<file path="src/rtl/fir_hex_display_if.sv">
// fir_hex_display_if: sample bus and display outputs of the FIR hex display stage.
// The master side drives samples; the slave side is the display converter.
interface fir_hex_display_if #(
  parameter int DATA_W = 16
);
  logic signed [DATA_W-1:0] data_in;
  logic                     data_valid;
  logic [6:0]               HEX0;
  logic [6:0]               HEX1;
  logic [6:0]               HEX2;
  logic [6:0]               HEX3;
  logic                     LEDG;
  logic                     busy;

  modport master (
    output data_in,
    output data_valid,
    input  HEX0,
    input  HEX1,
    input  HEX2,
    input  HEX3,
    input  LEDG,
    input  busy
  );

  modport slave (
    input  data_in,
    input  data_valid,
    output HEX0,
    output HEX1,
    output HEX2,
    output HEX3,
    output LEDG,
    output busy
  );
endinterface

</file>
<file path="src/rtl/fir_hex_display.sv">
// fir_hex_display: converts signed FIR samples to sign + four BCD digits with a
// sequential double-dabble engine and drives four active-low seven-segment
// displays. Samples arriving during a conversion go to a one-deep, newest-wins
// pending buffer.
// Optional build macro: LEADING_ZERO_BLANK_EN -- blank leading zeros on HEX3..HEX1.
module fir_hex_display #(
  parameter int DATA_W = 16
) (
  input logic              CLOCK_50,
  input logic              reset,
  fir_hex_display_if.slave bus
);

  // Wide samples need more than five digits so that overflow detection never
  // loses significant digits off the top of the accumulator.
  localparam int N_DIG = (DATA_W > 16) ? 8 : 5;
  localparam int BCD_W = 4 * N_DIG;
  localparam int CNT_W = $clog2(DATA_W + 1);

  localparam logic [6:0] SEG_BLANK = 7'h7F;
  localparam logic [6:0] SEG_DASH  = 7'h3F;

  typedef enum logic [1:0] {
    ST_IDLE   = 2'd0,
    ST_LOAD   = 2'd1,
    ST_SHIFT  = 2'd2,
    ST_UPDATE = 2'd3
  } state_t;

  state_t             r_state;
  state_t             w_next;

  logic [DATA_W-1:0]  r_sample;
  logic [DATA_W-1:0]  r_pend;
  logic               r_pend_full;
  logic               r_sign;
  logic [DATA_W-1:0]  r_mag;
  logic [BCD_W-1:0]   r_bcd;
  logic [CNT_W-1:0]   r_cnt;
  logic [6:0]         r_hex0;
  logic [6:0]         r_hex1;
  logic [6:0]         r_hex2;
  logic [6:0]         r_hex3;
  logic               r_ledg;

  logic [DATA_W-1:0]  w_abs;
  logic [BCD_W-1:0]   w_bcd_adj;
  logic               w_ovf;
  logic [6:0]         w_seg0;
  logic [6:0]         w_seg1;
  logic [6:0]         w_seg2;
  logic [6:0]         w_seg3;

  // Active-low segment pattern for one decimal digit (bit 0 = a, bit 6 = g).
  function automatic logic [6:0] seg_encode(input logic [3:0] digit);
    case (digit)
      4'd0:    seg_encode = 7'h40;
      4'd1:    seg_encode = 7'h79;
      4'd2:    seg_encode = 7'h24;
      4'd3:    seg_encode = 7'h30;
      4'd4:    seg_encode = 7'h19;
      4'd5:    seg_encode = 7'h12;
      4'd6:    seg_encode = 7'h02;
      4'd7:    seg_encode = 7'h78;
      4'd8:    seg_encode = 7'h00;
      4'd9:    seg_encode = 7'h10;
      default: seg_encode = SEG_BLANK;
    endcase
  endfunction

  // State register.
  always_ff @(posedge CLOCK_50) begin
    if (reset) begin
      r_state <= ST_IDLE;
    end else begin
      r_state <= w_next;
    end
  end

  // Next-state logic: IDLE -> LOAD -> SHIFT x DATA_W -> UPDATE -> IDLE.
  always_comb begin
    w_next = r_state;
    case (r_state)
      ST_IDLE: begin
        if (bus.data_valid || r_pend_full) begin
          w_next = ST_LOAD;
        end else begin
          w_next = ST_IDLE;
        end
      end
      ST_LOAD: w_next = ST_SHIFT;
      ST_SHIFT: begin
        if (r_cnt == CNT_W'(1)) begin
          w_next = ST_UPDATE;
        end else begin
          w_next = ST_SHIFT;
        end
      end
      ST_UPDATE: w_next = ST_IDLE;
      default:   w_next = ST_IDLE;
    endcase
  end

  // Magnitude of the captured sample. The unsigned DATA_W-bit result of the
  // two's-complement negation is exact even for the most negative value.
  always_comb begin
    w_abs = r_sample;
    if (r_sample[DATA_W-1]) begin
      w_abs = ~r_sample + {{(DATA_W-1){1'b0}}, 1'b1};
    end else begin
      w_abs = r_sample;
    end
  end

  // Double-dabble correction: add 3 to every BCD digit that is 5 or more.
  always_comb begin
    w_bcd_adj = r_bcd;
    for (int i = 0; i < N_DIG; i++) begin
      if (r_bcd[4*i +: 4] >= 4'd5) begin
        w_bcd_adj[4*i +: 4] = r_bcd[4*i +: 4] + 4'd3;
      end else begin
        w_bcd_adj[4*i +: 4] = r_bcd[4*i +: 4];
      end
    end
  end

  // Display patterns from the finished BCD result, with overflow dashes and
  // optional leading-zero blanking.
  always_comb begin
    w_ovf  = |r_bcd[BCD_W-1:16];
    w_seg0 = seg_encode(r_bcd[3:0]);
    w_seg1 = seg_encode(r_bcd[7:4]);
    w_seg2 = seg_encode(r_bcd[11:8]);
    w_seg3 = seg_encode(r_bcd[15:12]);
    if (w_ovf) begin
      w_seg0 = SEG_DASH;
      w_seg1 = SEG_DASH;
      w_seg2 = SEG_DASH;
      w_seg3 = SEG_DASH;
    end else begin
`ifdef LEADING_ZERO_BLANK_EN
      if (r_bcd[15:12] == 4'd0) begin
        w_seg3 = SEG_BLANK;
        if (r_bcd[11:8] == 4'd0) begin
          w_seg2 = SEG_BLANK;
          if (r_bcd[7:4] == 4'd0) begin
            w_seg1 = SEG_BLANK;
          end else begin
            w_seg1 = seg_encode(r_bcd[7:4]);
          end
        end else begin
          w_seg2 = seg_encode(r_bcd[11:8]);
        end
      end else begin
        w_seg3 = seg_encode(r_bcd[15:12]);
      end
`else
      w_seg3 = seg_encode(r_bcd[15:12]);
`endif
    end
  end

  // Datapath: capture, load, shift steps, display update and pending buffer.
  always_ff @(posedge CLOCK_50) begin
    if (reset) begin
      r_sample    <= {DATA_W{1'b0}};
      r_pend      <= {DATA_W{1'b0}};
      r_pend_full <= 1'b0;
      r_sign      <= 1'b0;
      r_mag       <= {DATA_W{1'b0}};
      r_bcd       <= {BCD_W{1'b0}};
      r_cnt       <= {CNT_W{1'b0}};
      r_hex0      <= SEG_BLANK;
      r_hex1      <= SEG_BLANK;
      r_hex2      <= SEG_BLANK;
      r_hex3      <= SEG_BLANK;
      r_ledg      <= 1'b0;
    end else begin
      case (r_state)
        ST_IDLE: begin
          // The buffered sample is older, so it is converted first.
          if (r_pend_full) begin
            r_sample    <= r_pend;
            r_pend_full <= 1'b0;
          end else if (bus.data_valid) begin
            r_sample <= bus.data_in;
          end
        end
        ST_LOAD: begin
          r_sign <= r_sample[DATA_W-1];
          r_mag  <= w_abs;
          r_bcd  <= {BCD_W{1'b0}};
          r_cnt  <= CNT_W'(DATA_W);
        end
        ST_SHIFT: begin
          {r_bcd, r_mag} <= {w_bcd_adj, r_mag} << 1;
          r_cnt          <= r_cnt - CNT_W'(1);
        end
        ST_UPDATE: begin
          r_hex0 <= w_seg0;
          r_hex1 <= w_seg1;
          r_hex2 <= w_seg2;
          r_hex3 <= w_seg3;
          r_ledg <= r_sign;
        end
        default: begin
          r_cnt <= {CNT_W{1'b0}};
        end
      endcase
      // Newest-wins buffer: written whenever the sample cannot start right now.
      if (bus.data_valid && ((r_state != ST_IDLE) || r_pend_full)) begin
        r_pend      <= bus.data_in;
        r_pend_full <= 1'b1;
      end
    end
  end

  assign bus.HEX0 = r_hex0;
  assign bus.HEX1 = r_hex1;
  assign bus.HEX2 = r_hex2;
  assign bus.HEX3 = r_hex3;
  assign bus.LEDG = r_ledg;
  assign bus.busy = (r_state != ST_IDLE);

endmodule

</file>
<file path="src/flat_wrapper.sv">
// flat-port wrapper written by rule: the top's interface ports become plain ports
module fir_hex_display_flat 
#(
  parameter int DATA_W = 16
)
  (CLOCK_50, reset, bus_data_in, bus_data_valid, bus_HEX0, bus_HEX1, bus_HEX2, bus_HEX3, bus_LEDG, bus_busy);
  fir_hex_display_if #(.DATA_W(DATA_W)) bus_i ();
  input logic CLOCK_50;
  input logic reset;
  input wire logic [$bits(bus_i.data_in)-1:0] bus_data_in;
  input wire logic [$bits(bus_i.data_valid)-1:0] bus_data_valid;
  output wire logic [$bits(bus_i.HEX0)-1:0] bus_HEX0;
  output wire logic [$bits(bus_i.HEX1)-1:0] bus_HEX1;
  output wire logic [$bits(bus_i.HEX2)-1:0] bus_HEX2;
  output wire logic [$bits(bus_i.HEX3)-1:0] bus_HEX3;
  output wire logic [$bits(bus_i.LEDG)-1:0] bus_LEDG;
  output wire logic [$bits(bus_i.busy)-1:0] bus_busy;
  assign bus_i.data_in = bus_data_in;
  assign bus_i.data_valid = bus_data_valid;
  assign bus_HEX0 = bus_i.HEX0;
  assign bus_HEX1 = bus_i.HEX1;
  assign bus_HEX2 = bus_i.HEX2;
  assign bus_HEX3 = bus_i.HEX3;
  assign bus_LEDG = bus_i.LEDG;
  assign bus_busy = bus_i.busy;
  fir_hex_display #(.DATA_W(DATA_W)) u_core (.CLOCK_50(CLOCK_50), .reset(reset), .bus(bus_i));
endmodule
</file>
<file path="config.mk">
export PLATFORM = sky130hd
export DESIGN_NAME = fir_hex_display_flat
export DESIGN_NICKNAME = d
export VERILOG_FILES = /design/src/rtl/fir_hex_display_if.sv /design/src/rtl/fir_hex_display.sv /design/src/flat_wrapper.sv
export SDC_FILE = /design/constraint.sdc
export NUM_CORES = 1
export LEC_CHECK = 0
export BUFFER_PORTS_ARGS = -buffer_cell sky130_fd_sc_hd__buf_2
export CORE_ASPECT_RATIO = 2
export CORE_MARGIN = 1
export CORE_UTILIZATION = 45
export DETAILED_ROUTE_END_ITERATION = 7
export PLACE_DENSITY_LB_ADDON = 0.05
export SYNTH_ARGS = -nofsm -noshare
export SYNTH_HDL_FRONTEND = slang
export SYNTH_SLANG_ARGS = --single-unit
</file>
<file path="constraint.sdc">
create_clock -name CLOCK_50 -period 2.5 [get_ports CLOCK_50]
set_input_delay 0.25 -clock CLOCK_50 [delete_from_list [all_inputs] [get_ports CLOCK_50]]
set_output_delay 0.25 -clock CLOCK_50 [all_outputs]
set_load 0.01 [all_outputs]
</file>
Yosys cells after proc, flatten, opt, wreduce, memory -nomap -nowiden
Memories as Yosys holds them, arrays and structs flattened. A register that Yosys moved wholly into a read port is not among the register bits.
Index checks and enable logic that the tools add are counted.
{"block": "op_classes", "n_mux": 28, "eq_ne": 4, "magnitude_cmp": 5, "bitwise": 1, "n_reduce_logical": 10, "n_addsub": 7}
{"op": "2-to-1 mux 16 bit", "n": 3}
{"op": "2-to-1 mux 4 bit", "n": 12}
{"op": "case mux 20 bit (2 select lines)", "n": 1}
{"op": "case mux 16 bit (2 select lines)", "n": 1}
{"op": "2-to-1 mux 7 bit", "n": 4}
{"op": ">= comparator 4 x 3 -> 1 bit (second input constant)", "n": 5}
{"op": "adder 16 x 1 -> 16 bit (second input constant)", "n": 1}
{"op": "adder 4 x 2 -> 4 bit (second input constant)", "n": 4}
{"op": "NOT 16 bit", "n": 1}
{"op": "case mux 5 bit (2 select lines)", "n": 1}
{"op": "case mux 2 bit (4 select lines)", "n": 1}
{"op": "nonzero test 2 bit", "n": 4}
{"op": "== test 5 x 1 -> 1 bit (second input constant)", "n": 1}
{"op": "subtractor 5 x 1 -> 5 bit (second input constant)", "n": 1}
{"op": "== test 2 bit (second input constant)", "n": 2}
{"op": "2-to-1 mux 1 bit", "n": 4}
{"op": "OR reduction 4 bit", "n": 1}
{"op": "adder 3 x 2 -> 3 bit (second input constant)", "n": 1}
{"op": "2-to-1 mux 3 bit", "n": 1}
{"op": "== test 2 x 1 -> 1 bit (second input constant)", "n": 1}
{"op": "logical NOT 2 bit", "n": 1}
{"op": "logical OR 1 bit", "n": 2}
{"op": "AND reduction 2 bit", "n": 1}
{"op": "logical AND 1 bit", "n": 1}
{"block": "word_totals", "mem_count": 4, "word_cells": 72, "romBits": 448, "output_inout_bits": 30, "ff_bits": 106}
{"name": "(no name shown)", "depth": 16, "word_bits": 7, "read_ports": 1, "rd_clocked_by_memory_dff": 1, "wr": 0, "line": "fir_hex_display.sv:56", "source": "case (digit)"}
{"name": "(no name shown)", "depth": 16, "word_bits": 7, "read_ports": 1, "rd_clocked_by_memory_dff": 1, "wr": 0, "line": "fir_hex_display.sv:56"}
{"name": "(no name shown)", "depth": 16, "word_bits": 7, "read_ports": 1, "rd_clocked_by_memory_dff": 1, "wr": 0, "line": "fir_hex_display.sv:56"}
{"name": "(no name shown)", "depth": 16, "word_bits": 7, "read_ports": 1, "rd_clocked_by_memory_dff": 1, "wr": 0, "line": "fir_hex_display.sv:56"}

Depth between registers and ports, before layout
Gate-level depths: netlist of run 1.
{"block": "logic_depth", "depth_word": 5, "ltp_mapped": 13, "depth_no_buf": 12}

Worst setup path after synthesis of run 1
No wires, ideal clock.
{"block": "synth_timing", "path_type": "reg-to-reg", "startpoint": "register u_core.r_state[0]", "endpoint": "register (tool-made name)", "t_arrival_ps": 2345, "setup_slack_ps": 85, "setup_ps": 71, "stages_incl_launch_ff": 11, "path_cell_list": "dfxtp_1 inv_1 ha_1 buf_2 clkbuf_1 nand3_1 a21oi_1 inv_1 ha_1 or3_1 a21oi_1"}
{"item": "from (decl)", "line": "fir_hex_display.sv:30", "source": "state_t r_state;"}
{"item": "from (signal assigned)", "line": "fir_hex_display.sv:76", "source": "r_state <= w_next;"}

==> results of run 1 <==
-- per-stage QoR --
step / setup slack (ns) / power (mW)
floorplan: 0.0845 / 2.99
global placement: 0.0437 / 3.22
detailed placement: -0.00605 / 3.24
CTS: 0.0300 / 5.86
global route: -0.0246 / 6.06
finish: 0.130 / 5.81
-- layout by cell type (no fill, tap or decap), drive strengths merged, types with 13 or more instances in the layout --
| master | instances |
|---|---|
| nor3 | 14 |
| xnor2 | 13 |
| a21oi | 39 |
| nand2b | 32 |
| nor2 | 86 |
| o22ai | 29 |
| nand3 | 14 |
| nand2 | 44 |
| dfxtp | 134 |
| a211oi | 20 |
| clkbuf | 19 |
| o21ai | 27 |
| inv | 41 |
| ha | 38 |
| buf | 81 |
| mux2i | 40 |
-- worst max-delay path, cell delays in order (launching register included) --
cell and delay [ns]:
sky130_fd_sc_hd__dfxtp_2 0.36, sky130_fd_sc_hd__inv_1 0.07, sky130_fd_sc_hd__ha_1 0.20, sky130_fd_sc_hd__nand2b_1 0.18
sky130_fd_sc_hd__a21oi_2 0.19, sky130_fd_sc_hd__xnor2_2 0.09, sky130_fd_sc_hd__o21a_1 0.24, sky130_fd_sc_hd__nor2_2 0.10
sky130_fd_sc_hd__inv_1 0.08, sky130_fd_sc_hd__ha_1 0.20, sky130_fd_sc_hd__or2_2 0.29, sky130_fd_sc_hd__o21bai_1 0.18
sky130_fd_sc_hd__a21oi_1 0.06
-- path summary, 6_finish.rpt --
check	startpoint	to	slack, ns
worst min-delay path	bus_data_in[9]	u_core.r_pend[9]	0.08
worst max register to register	u_core.r_bcd[9]	flop	0.13
worst min register to register	flop	u_core.bus.HEX3[1]	0.46
worst max-delay path	u_core.r_bcd[9]	flop	0.13
-- layer usage --
metal | vias to the layer above | routed length (um)
met3 | 31 | 278
met4 | 0 | 454
met1 | 2457 | 5800
met5 | - | 0
met2 | 87 | 8470
li1 | 2674 | -
-- area by class of cell --
| cell class | instances | area, sq um | share of cell area |
|---|---|---|---|
| Clock buffer | 19 | 443 | 0.0574 |
| Sequential cell | 134 | 2690 | 0.349 |
| Inverter | 38 | 145 | 0.0188 |
| Timing Repair Buffer | 81 | 507 | 0.0657 |
| Tap cell | 189 | 236 | 0.0306 |
| Clock inverter | 13 | 171 | 0.0222 |
| Multi-Input combinational cell | 509 | 3530 | 0.457 |
-- where the power goes --
part           leakage [nW]  internal [mW]  switching, mW
Clock                 0.295           1.61           1.01
Sequential             1.09           2.27          0.111
Combinational          1.68          0.338          0.473
-- kinds of logic after synthesis --
group | synth area share
adders and majority gates | 0.0737
buffers and inverters | 0.0510
xor gates and xnor gates | 0.0231
muxes | 0.0620
AOI/OAI and AO/OA | 0.196
DFF | 0.416
and+or+nand+nor | 0.179
-- repair_timing --
action	in CTS	in global routing
setup buffers	0	2
pin swaps	0	4
endpoints found under the hold margin	0	0
setup endpoints to repair	1	18
gates resized for setup	1	22
==> summary.md, run 1 <==
| Metric | Value |
|---|---|
| Classification of the worst setup path | `reg2reg` |
| Synth area leaders | `sky130_fd_sc_hd__dfxtp_1, sky130_fd_sc_hd__ha_1, sky130_fd_sc_hd__mux2i_1` |
| Largest net degree at the start of global routing | `53` |
| Synth Instances | `between 700 and 800` |
| Post-synthesis register bit count | `134` |
| IO Count | `between 40 and 50` |
| Placer Congestion | `about 0.83` |
| Outcome | `finished, final reports clean` |
| Category of the worst setup path capture point | `flop` |
| Number of antenna violations at the first check in global routing | `0` |
| Post-synth EDFFs | `0` |
| Clock network latency to the later pin of the worst-skew pair | `~0.42 ns` |
| Detail-routed via count per cell | `roughly 5.3` |
| Maximum level of the CTS H-tree | `4` |
| Met2 usage in global routing | `0.427` |
| Grt peak-use layer | `met2` |
| CTS sink cnt | `between 100 and 150` |
| Endpoints failing setup | `0` |
| Most frequent cell after synthesis | `sky130_fd_sc_hd__dfxtp_1` |
| Total standard cell area after synthesis | `roughly 6500 sq um` |
| Vias in the first global route | `about 5,300` |
| Crit Path Max Fanout | `4` |
| Fin area | `roughly 7700 sq um` |
| Floorplan die area | `between 10,000 and 15,000 sq um` |
| Fin util | `0.553` |
| Synth unique cells | `70` |
| Count of nets left with antenna violations after detail routing | `0` |
| Hold/Removal Path Class | `in2reg` |
| Global-route wire length before repair | `approximately 25,000 um` |
| Yosys warning total | `0` |
| Unrepaired setup endpoints after global routing | `true` |
| Worst Hold Depth | `3` |
| Net Count, Synth | `slightly below 800` |
| Mean instance size in the synthesized netlist | `about 8.9 sq um` |
| Total number of nets in the final design | `around 840` |
| Yosys top cell by area | `sky130_fd_sc_hd__dfxtp_1` |
| Worst slew margin | `0.664` |
| Worst IR drop on VDD | `0.493 mV` |
| Layout fillers | `1,291` |
| Clk_skew | `between 0.01 and 0.015 ns` |
| Endpoints failing hold | `0` |
| DRC Markers | `0` |
| Die Height | `171 um` |
| Most used flip-flop cell after synthesis | `sky130_fd_sc_hd__dfxtp_1` |
| Floorplan core area | `about 14,000 sq um` |
| Portion of the post-synthesis area used by sequential elements | `0.416` |
| Max Slew Vio Count | `0` |
| Number of buffers added to fix hold violations after cts | `0` |
| Synth-to-Final Area Change | `19.6%` |
| Longest Clk Path Bufs | `2` |
| Placed Cells incl. Taps | `between 900 and 1,000` |
| Tightest Pin Transition | `roughly 0.50 ns` |
| PwrDens | `between 700 and 800 nW/um^2` |
| Iter 0 DRT Violations | `212` |
| R2r worst-path depth | `12` |
| Global routing usage summed across all routing layers | `0.214` |
| Detailed-routing iteration count for the pre-antenna-repair pass | `4` |
| Register clock-pin slew on the reported worst setup and hold paths | `roughly 0.060 ns` |
| Period utilisation layout | `0.948` |
| TritonCTS clock tree | `built` |
| Placed Area | `between 7000 and 8000 sq um` |
| # Max-Cap Violations | `0` |
| Initial Util | `0.462` |
| Final worst path period need | `approximately 2.4 ns` |
| Final Hold Slack | `about 0.08 ns` |
| Root Driver | `sky130_fd_sc_hd__clkbuf_16` |
| Yosys top cell area share | `0.416` |
| Number of standard cells in the final layout excluding fillers | `~980` |
| Most numerous cell types in the synthesized netlist | `sky130_fd_sc_hd__dfxtp_1, sky130_fd_sc_hd__nor2_1, sky130_fd_sc_hd__nand2_1` |
| Count of vias placed by the detailed router | `5,249` |
| Post-DP HPWL | `between 10,000 and 15,000 um` |
| Global routing met3 resource utilization | `0.0326` |
| Port bufs | `between 40 and 50` |
| Width of the die | `roughly 87 um` |
| Critical Path Source Type | `flop` |
| Fraction of layout cells with a size suffix above 1 | `0.202` |
| Worst EP arrival | `approximately 2.7 ns` |
| Async SR Flop Fraction | `0` |
| Setup total negative slack | `0 ns` |
| Overflow left after global routing | `0` |
| Total length of routed wires | `approximately 15,000 um` |
| Detailed-route wire length per cell | `between 15 and 20 um` |
| Met1 Track Usage GR | `0.205` |
| Number of antenna diodes | `0` |
| Static leakage | `3.07 nW` |
| Maximum achievable frequency | `0.422 GHz` |
| Req. time, crit path | `~2.8 ns` |
| Number of buffers created by CTS | `17` |
| Cell Rows | `a little over 60` |
Note: power is estimated with default switching activity, not from simulation.
==> run 2: changes to the inputs <==
- BUFFER_PORTS_ARGS: -buffer_cell sky130_fd_sc_hd__buf_2 -> -buffer_cell sky130_fd_sc_hd__buf_4
==> summary.md, run 2 (same netlist as run 1, synthesis figures left out) <==
| Metric | Value |
|---|---|
| Outcome | `finished, final reports clean` |
| Iter 0 DRT Violations | `about 180` |
| Classification of the worst setup path | `reg2reg` |
| Switching Fraction | `0.265` |
| Fin area | `about 7800 sq um` |
| Number of buffers created by CTS | `17` |
| Number of antenna diodes | `0` |
| Tightest Pin Transition | `0.550 ns` |
| Hold/Removal Path Class | `in2reg` |
| Number of antenna violations at the first check in global routing | `0` |
| Flop2flop setup slack | `0.09 ns` |
| Placed Area | `between 7000 and 8000 sq um` |
| CTS sink cnt | `around 130` |
| Fraction of layout cells with a size suffix above 1 | `0.193` |
| Die Height | `171 um` |
| Detailed-route wire length per cell | `~15 um` |
| Global routing usage summed across all routing layers | `0.210` |
| Most frequent standard cell in the layout excluding fill and tap cells | `sky130_fd_sc_hd__dfxtp_1` |
| Port bufs | `48` |
| Endpoints failing setup | `0` |
| Root Driver | `sky130_fd_sc_hd__clkbuf_16` |
| Library cell appearing most often on the critical path | `sky130_fd_sc_hd__ha_1` |
| Worst Path Buf+Inv | `1` |
| Final Hold Slack | `around 0.065 ns` |
| Clock power frac | `0.448` |
| TritonCTS clock tree | `built` |
| Number of standard cells in the final layout excluding fillers | `981` |
| R2r worst-path depth | `9` |
| Register clock-pin slew on the reported worst setup and hold paths | `~0.06 ns` |
| Period utilisation layout | `0.965` |
| First element of the critical path | `u_core.r_bcd[1]` |
| Slowest cell on the critical path | `sky130_fd_sc_hd__or3_1` |
| Commonest non-fill, non-tap cells in the layout | `sky130_fd_sc_hd__dfxtp_1, sky130_fd_sc_hd__nor2_1, sky130_fd_sc_hd__buf_4` |
| P_sw | `between 1.5 and 2 mW` |
| Internal Dissipation | `4.28 mW` |
| DRC Markers | `0` |
| Synth-to-Final Area Change | `20.9%` |
| Critical R2R Launch | `u_core.r_bcd[1]` |
| Final worst path period need | `2.41 ns` |
| Floorplan die area | `~15,000 sq um` |
| Maximum achievable frequency | `a little over 0.4 GHz` |
| Delay of the slowest cell on the worst path | `approximately 0.38 ns` |
| PwrDens | `746 nW/um^2` |
| Crit-path cells | `inv_1 > ha_1 > nand2b_1 > a21o_1 > mux2i_1 > or2_2 > ha_1 > or3_1 > a21oi_1` |
| Crit Path Max Fanout | `5` |
| Width of the die | `roughly 87 um` |
| Number of logic stages on the critical path including buffering | `9` |
| Count of nets left with antenna violations after detail routing | `0` |
| Placer Congestion | `between 0.8 and 0.9` |
| Static leakage | `roughly 3.1 nW` |
| Category of the worst setup path capture point | `flop` |
| Total number of nets in the final design | `roughly 840` |
| Worst EP arrival | `between 2 and 3 ns` |
| Critical Path Source Type | `flop` |
| Longest Clk Path Bufs | `2` |
| IO Count | `around 50` |
| Global-route wire length before repair | `24,300 um` |
| Initial Util | `0.462` |
| Post-DP HPWL | `about 10,000 um` |
| Endpoints failing hold | `0` |
| # Max-Cap Violations | `0` |
| Placed Cells incl. Taps | `948` |
| Worst slew margin | `0.633` |
| Worst IR drop on VDD | `approximately 0.53 mV` |
| Count of vias placed by the detailed router | `5,292` |
| Unrepaired setup endpoints after global routing | `true` |
| Total length of routed wires | `about 15,000 um` |
| Largest delay share family, worst path | `simple AND/OR/NAND/NOR gates` |
| Vias in the first global route | `approximately 5,300` |
| Sequential power share | `0.409` |
| Maximum level of the CTS H-tree | `4` |
| Clk_skew | `between 0.008 and 0.009 ns` |
| Max Slew Vio Count | `0` |
| Cell Rows | `slightly above 60` |
| Overflow left after global routing | `0` |
| Number of buffers added to fix hold violations after cts | `0` |
| Combinational group share of total power | `0.143` |
| Largest net degree at the start of global routing | `65` |
| Clock network latency to the later pin of the worst-skew pair | `between 0.4 and 0.5 ns` |
| Floorplan core area | `~14,000 sq um` |
| Req. time, crit path | `2.85 ns` |
| Detail-routed via count per cell | `5.39` |
| Detailed-routing iteration count for the pre-antenna-repair pass | `6` |
-- run 2: changes by cell type in the layout (fill, tap and decap cells not counted), moves of 2 or more --
cell	before	now
sky130_fd_sc_hd__inv_6	3	1
sky130_fd_sc_hd__ha_1	35	37
sky130_fd_sc_hd__nor2_2	5	2
sky130_fd_sc_hd__nor2_1	81	84
sky130_fd_sc_hd__clkbuf_8	1	3
sky130_fd_sc_hd__buf_2	47	0
sky130_fd_sc_hd__buf_4	32	78
sky130_fd_sc_hd__clkinv_4	4	2
-- run 2: cell type report --
| class | count | area, sq um |
|---|---|---|
| fillers | 1319 | 6160 |
| multi-input cells | 509 | 3490 |
| flip-flops and latches | 134 | 2690 |
| repair buffers | 80 | 626 |
| clock buffers | 20 | 467 |
| well taps | 189 | 236 |
| clock inverters | 11 | 149 |
| inverters | 38 | 145 |
-- run 2: power groups by stage --
stage	clock, mW	sequential, mW	combinational, mW
2_1_floorplan	0	2.40	0.589
3_3_place_gp	0	2.42	0.829
3_5_place_dp	0	2.43	0.842
4_1_cts	2.65	2.38	0.847
5_1_grt	2.75	2.40	0.939
6_report	2.60	2.38	0.835
-- run 2: stage by stage --
step	total power, mW	TNS [ns]	utilization	setup slack (ns)
finish	5.82	0	0.559	0.0871
detailed placement	3.27	-0.0760	0.510	-0.0317
global route	6.09	-0.166	0.559	-0.0458
CTS	5.88	0	0.555	0.00526
global placement	3.25	0	0.510	0.0259
floorplan	2.99	0	-	0.0845
-- run 2: metal layers --
layer | GRT usage | vias up | share of wire
met5 | 0 | - | 0
met4 | 0.104 | 0 | 0.027
met3 | 0.0331 | 26 | 0.022
met2 | 0.418 | 91 | 0.58
met1 | 0.201 | 2497 | 0.37
li1 | - | 2678 | -
-- run 2: repair_timing --
| action | in CTS | in global routing |
|---|---|---|
| resized for setup | 2 | 13 |
| setup endpoints to repair | 6 | 19 |
| setup buffers | 0 | 2 |
| pin swaps | 0 | 2 |
-- run 2: how the worst min path moves through the flow --
stage               startpoint                 end  slack, ns  depth (start not counted)
2_1_floorplan   bus_data_in[0]    u_core.r_pend[0]       0.39                          2
3_3_place_gp              flop  u_core.bus.HEX3[2]       0.44                          2
3_5_place_dp              flop  u_core.bus.HEX3[0]       0.44                          2
4_1_cts         bus_data_in[0]    u_core.r_pend[0]       0.06                          3
5_1_grt        bus_data_in[13]   u_core.r_pend[13]       0.08                          3
6_report        bus_data_in[0]    u_core.r_pend[0]       0.07                          3
-- run 2: worst register-to-register path, cell delays in order (launching register included) --
cell	delay, ns
sky130_fd_sc_hd__dfxtp_2	0.35
sky130_fd_sc_hd__inv_1	0.08
sky130_fd_sc_hd__ha_1	0.17
sky130_fd_sc_hd__nand2b_1	0.18
sky130_fd_sc_hd__a21o_1	0.24
sky130_fd_sc_hd__mux2i_1	0.14
sky130_fd_sc_hd__or2_2	0.33
sky130_fd_sc_hd__ha_1	0.33
sky130_fd_sc_hd__or3_1	0.38
sky130_fd_sc_hd__a21oi_1	0.15
==> run 3: changes to the inputs <==
- ABC_AREA: default -> 1
==> summary.md, run 3 <==
| Metric | Value |
|---|---|
| Outcome | `finished, final reports clean` |
| Synth Instances | `875` |
| Global-route wire length before repair | `between 20,000 and 25,000 um` |
| Classification of the worst setup path | `reg2reg` |
| Final worst setup slack | `0.204 ns` |
| Largest delay share family, worst path | `adder cells` |
| Req. time, crit path | `2.81 ns` |
| Overflow left after global routing | `0` |
| Period utilisation layout | `0.918` |
| Crit-path cells | `inv_1 > ha_2 > nand2_2 > inv_4 > nand3_1 > a21oi_2 > inv_1 > ha_1 > nand3_1 > nand2_1 > nand2_1 > nand2_1` |
| Delay of the slowest cell on the worst path | `~0.4 ns` |
| Static leakage | `about 3.6 nW` |
| Total number of nets in the final design | `988` |
| Hold/Removal Path Class | `in2reg` |
| Yosys top cell area share | `0.422` |
| Worst EP arrival | `around 2.6 ns` |
| Most numerous cell types in the synthesized netlist | `sky130_fd_sc_hd__nand2_1, sky130_fd_sc_hd__dfxtp_1, sky130_fd_sc_hd__inv_1` |
| Number of antenna diodes | `0` |
| Async SR Flop Fraction | `0` |
| Fin util | `0.548` |
| Yosys warning total | `0` |
| Die Height | `between 150 and 200 um` |
| Synth-to-Final Area Change | `19.0%` |
| Most frequent cell after synthesis | `sky130_fd_sc_hd__nand2_1` |
| Global routing usage summed across all routing layers | `0.215` |
| Most frequent standard cell in the layout excluding fill and tap cells | `sky130_fd_sc_hd__nand2_1` |
| Largest net degree at the start of global routing | `37` |
| Mean instance size in the synthesized netlist | `between 7 and 8 sq um` |
| Register clock-pin slew on the reported worst setup and hold paths | `about 0.06 ns` |
| Floorplan core area | `~14,000 sq um` |
| Net Count, Synth | `between 900 and 1,000` |
| Count of vias placed by the detailed router | `5,733` |
| Detail-routed via count per cell | `~5` |
| IO Count | `49` |
| # Max-Cap Violations | `0` |
| Clk_skew | `slightly above 0.009 ns` |
| Maximum achievable frequency | `0.436 GHz` |
| Yosys top cell by area | `sky130_fd_sc_hd__dfxtp_1` |
| Number of buffers created by CTS | `17` |
| Number of buffers added to fix hold violations after cts | `0` |
| Synth unique cells | `35` |
| Xor/xnor cell area share of the yosys netlist | `0.00275` |
| Final Hold Slack | `between 0.06 and 0.07 ns` |
| Simple-gate area share of the yosys netlist | `0.266` |
| Worst IR drop on VDD | `0.526 mV` |
| Total length of routed wires | `around 15,000 um` |
| Placer Congestion | `roughly 0.82` |
| Post-synthesis register bit count | `134` |
| Clock network latency to the later pin of the worst-skew pair | `0.41 ns` |
| Cell Rows | `61` |
| Maximum level of the CTS H-tree | `4` |
| Tightest Pin Transition | `just over 0.4 ns` |
| Post-DP HPWL | `around 11,000 um` |
| Crit Path Max Fanout | `17` |
| Detailed-routing iteration count for the pre-antenna-repair pass | `5` |
| Commonest non-fill, non-tap cells in the layout | `sky130_fd_sc_hd__nand2_1, sky130_fd_sc_hd__dfxtp_1, sky130_fd_sc_hd__inv_1` |
| Width of the die | `between 80 and 90 um` |
| Synth area leaders | `sky130_fd_sc_hd__dfxtp_1, sky130_fd_sc_hd__nand2_1, sky130_fd_sc_hd__ha_1` |
| Floorplan die area | `about 15,000 sq um` |
| Worst slew margin | `0.723` |
| Category of the worst setup path capture point | `flop` |
| Vias in the first global route | `approximately 5,500` |
| PwrDens | `~760 nW/um^2` |
| Library cell appearing most often on the critical path | `sky130_fd_sc_hd__nand2_1` |
| Endpoints failing hold | `0` |
| Port bufs | `48` |
| Setup slack at placement | `approximately 0.061 ns` |
| Initial Util | `0.461` |
| Detailed-route wire length per cell | `roughly 13 um` |
| Worst Path Buf+Inv | `3` |
| Total power after layout | `about 5.7 mW` |
| Compound-cell area share of the yosys netlist | `0.142` |
| Portion of the post-synthesis area used by sequential elements | `0.422` |
| Most used flip-flop cell after synthesis | `sky130_fd_sc_hd__dfxtp_1` |
| Endpoints failing setup | `0` |
| Post-synthesis adder-cell area fraction | `0.0747` |
| Slowest cell on the critical path | `sky130_fd_sc_hd__ha_2` |
| Total standard cell area after synthesis | `~6400 sq um` |
| Placed Cells incl. Taps | `1,095` |
| Longest Clk Path Bufs | `2` |
| Number of antenna violations at the first check in global routing | `0` |
| Fraction of layout cells with a size suffix above 1 | `0.136` |
| Count of nets left with antenna violations after detail routing | `0` |
| Iter 0 DRT Violations | `between 300 and 400` |
| TritonCTS clock tree | `built` |
| Max Slew Vio Count | `0` |
| Critical Path Source Type | `flop` |
| Combinational family with the most area after synthesis | `simple AND/OR/NAND/NOR gates` |
| Layout fillers | `roughly 1,300` |
| CTS sink cnt | `around 130` |
| Post-synth EDFFs | `0` |
| Fraction of synthesized area in multiplexers | `0` |
| DRC Markers | `0` |
| Final worst path period need | `~2.3 ns` |
| Number of standard cells in the final layout excluding fillers | `between 1,000 and 1,500` |
| Root Driver | `sky130_fd_sc_hd__clkbuf_16` |
[run 3: cell count changes after synthesis, sizes merged, moves of 11 or more]
cell / previous run / this run
inv: 38 / 109
nand2: 44 / 240
nand3: 14 / 68
nor2: 86 / 68
nand4: 2 / 13
a211oi: 20 / 0
nor3: 14 / 3
a21oi: 39 / 24
mux2i: 40 / 0
nand2b: 32 / 0
o21ai: 27 / 58
xnor2: 13 / 0
a31oi: 6 / 23
[run 3: cell type report]
cell class	instances	area, sq um	area share
Clock buffer	18	429	0.0567
Clock inverter	14	150	0.0198
Inverter	110	415	0.0548
Multi-Input combinational cell	594	3090	0.408
Sequential cell	134	2680	0.354
Tap cell	189	236	0.0312
Timing Repair Buffer	74	568	0.0750
[run 3: power breakdown]
group          internal (mW)  switching, mW
clock                   1.48          0.993
sequential              2.30          0.102
combinational          0.328          0.556
total                   4.10           1.65
[run 3: final timing paths]
check	from	to	slack, ns	cells past startpoint
max	u_core.r_state[1]	flop	0.20	12
min	bus_data_in[13]	u_core.r_pend[13]	0.07	3
max reg2reg	u_core.r_state[1]	flop	0.20	12
min reg2reg	flop	u_core.bus.HEX2[2]	0.44	2
[run 3: timing repair]
action	in CTS	in global routing
buffers inserted	0	6
gates resized for setup	0	4
setup endpoints to repair	0	20
[run 3: worst reg2reg max path, delay by kind of cell (launching register included)]
kind                     cells  cell delay, ns
adder cells (fa/ha/maj)      2            0.71
AND/OR/NAND/NOR              6            0.49
buffers and inverters        3            0.36
AO/OA/AOI/OAI                1            0.28
flip-flops                   1            0.35
[run 3: metal layers]
metal / GRT usage / vias up / part of all wire
met2: 0.423 / 114 / 0.56
li1: - / 2972 / -
met1: 0.202 / 2610 / 0.38
met5: 0 / - / 0
met4: 0.115 / 0 / 0.029
met3: 0.0369 / 37 / 0.025
[run 3: logic make-up (layout without fill, tap and decap cells)]
group / Yosys count / after routing
AOI/OAI and AO/OA: 151 / 151
buffers and inverters: 147 / 216
and+or+nand+nor: 403 / 403
DFF: 134 / 134
adders and majority gates: 38 / 38
xor gates and xnor gates: 2 / 2
[run 3: through the flow]
stage | setup TNS (ns) | cell area (sq um)
floorplan | 0 | 6360
global placement | 0 | 6940
detailed placement | 0 | 6940
CTS | 0 | 7520
global route | -0.0123 | 7570
finish | 0 | 7570
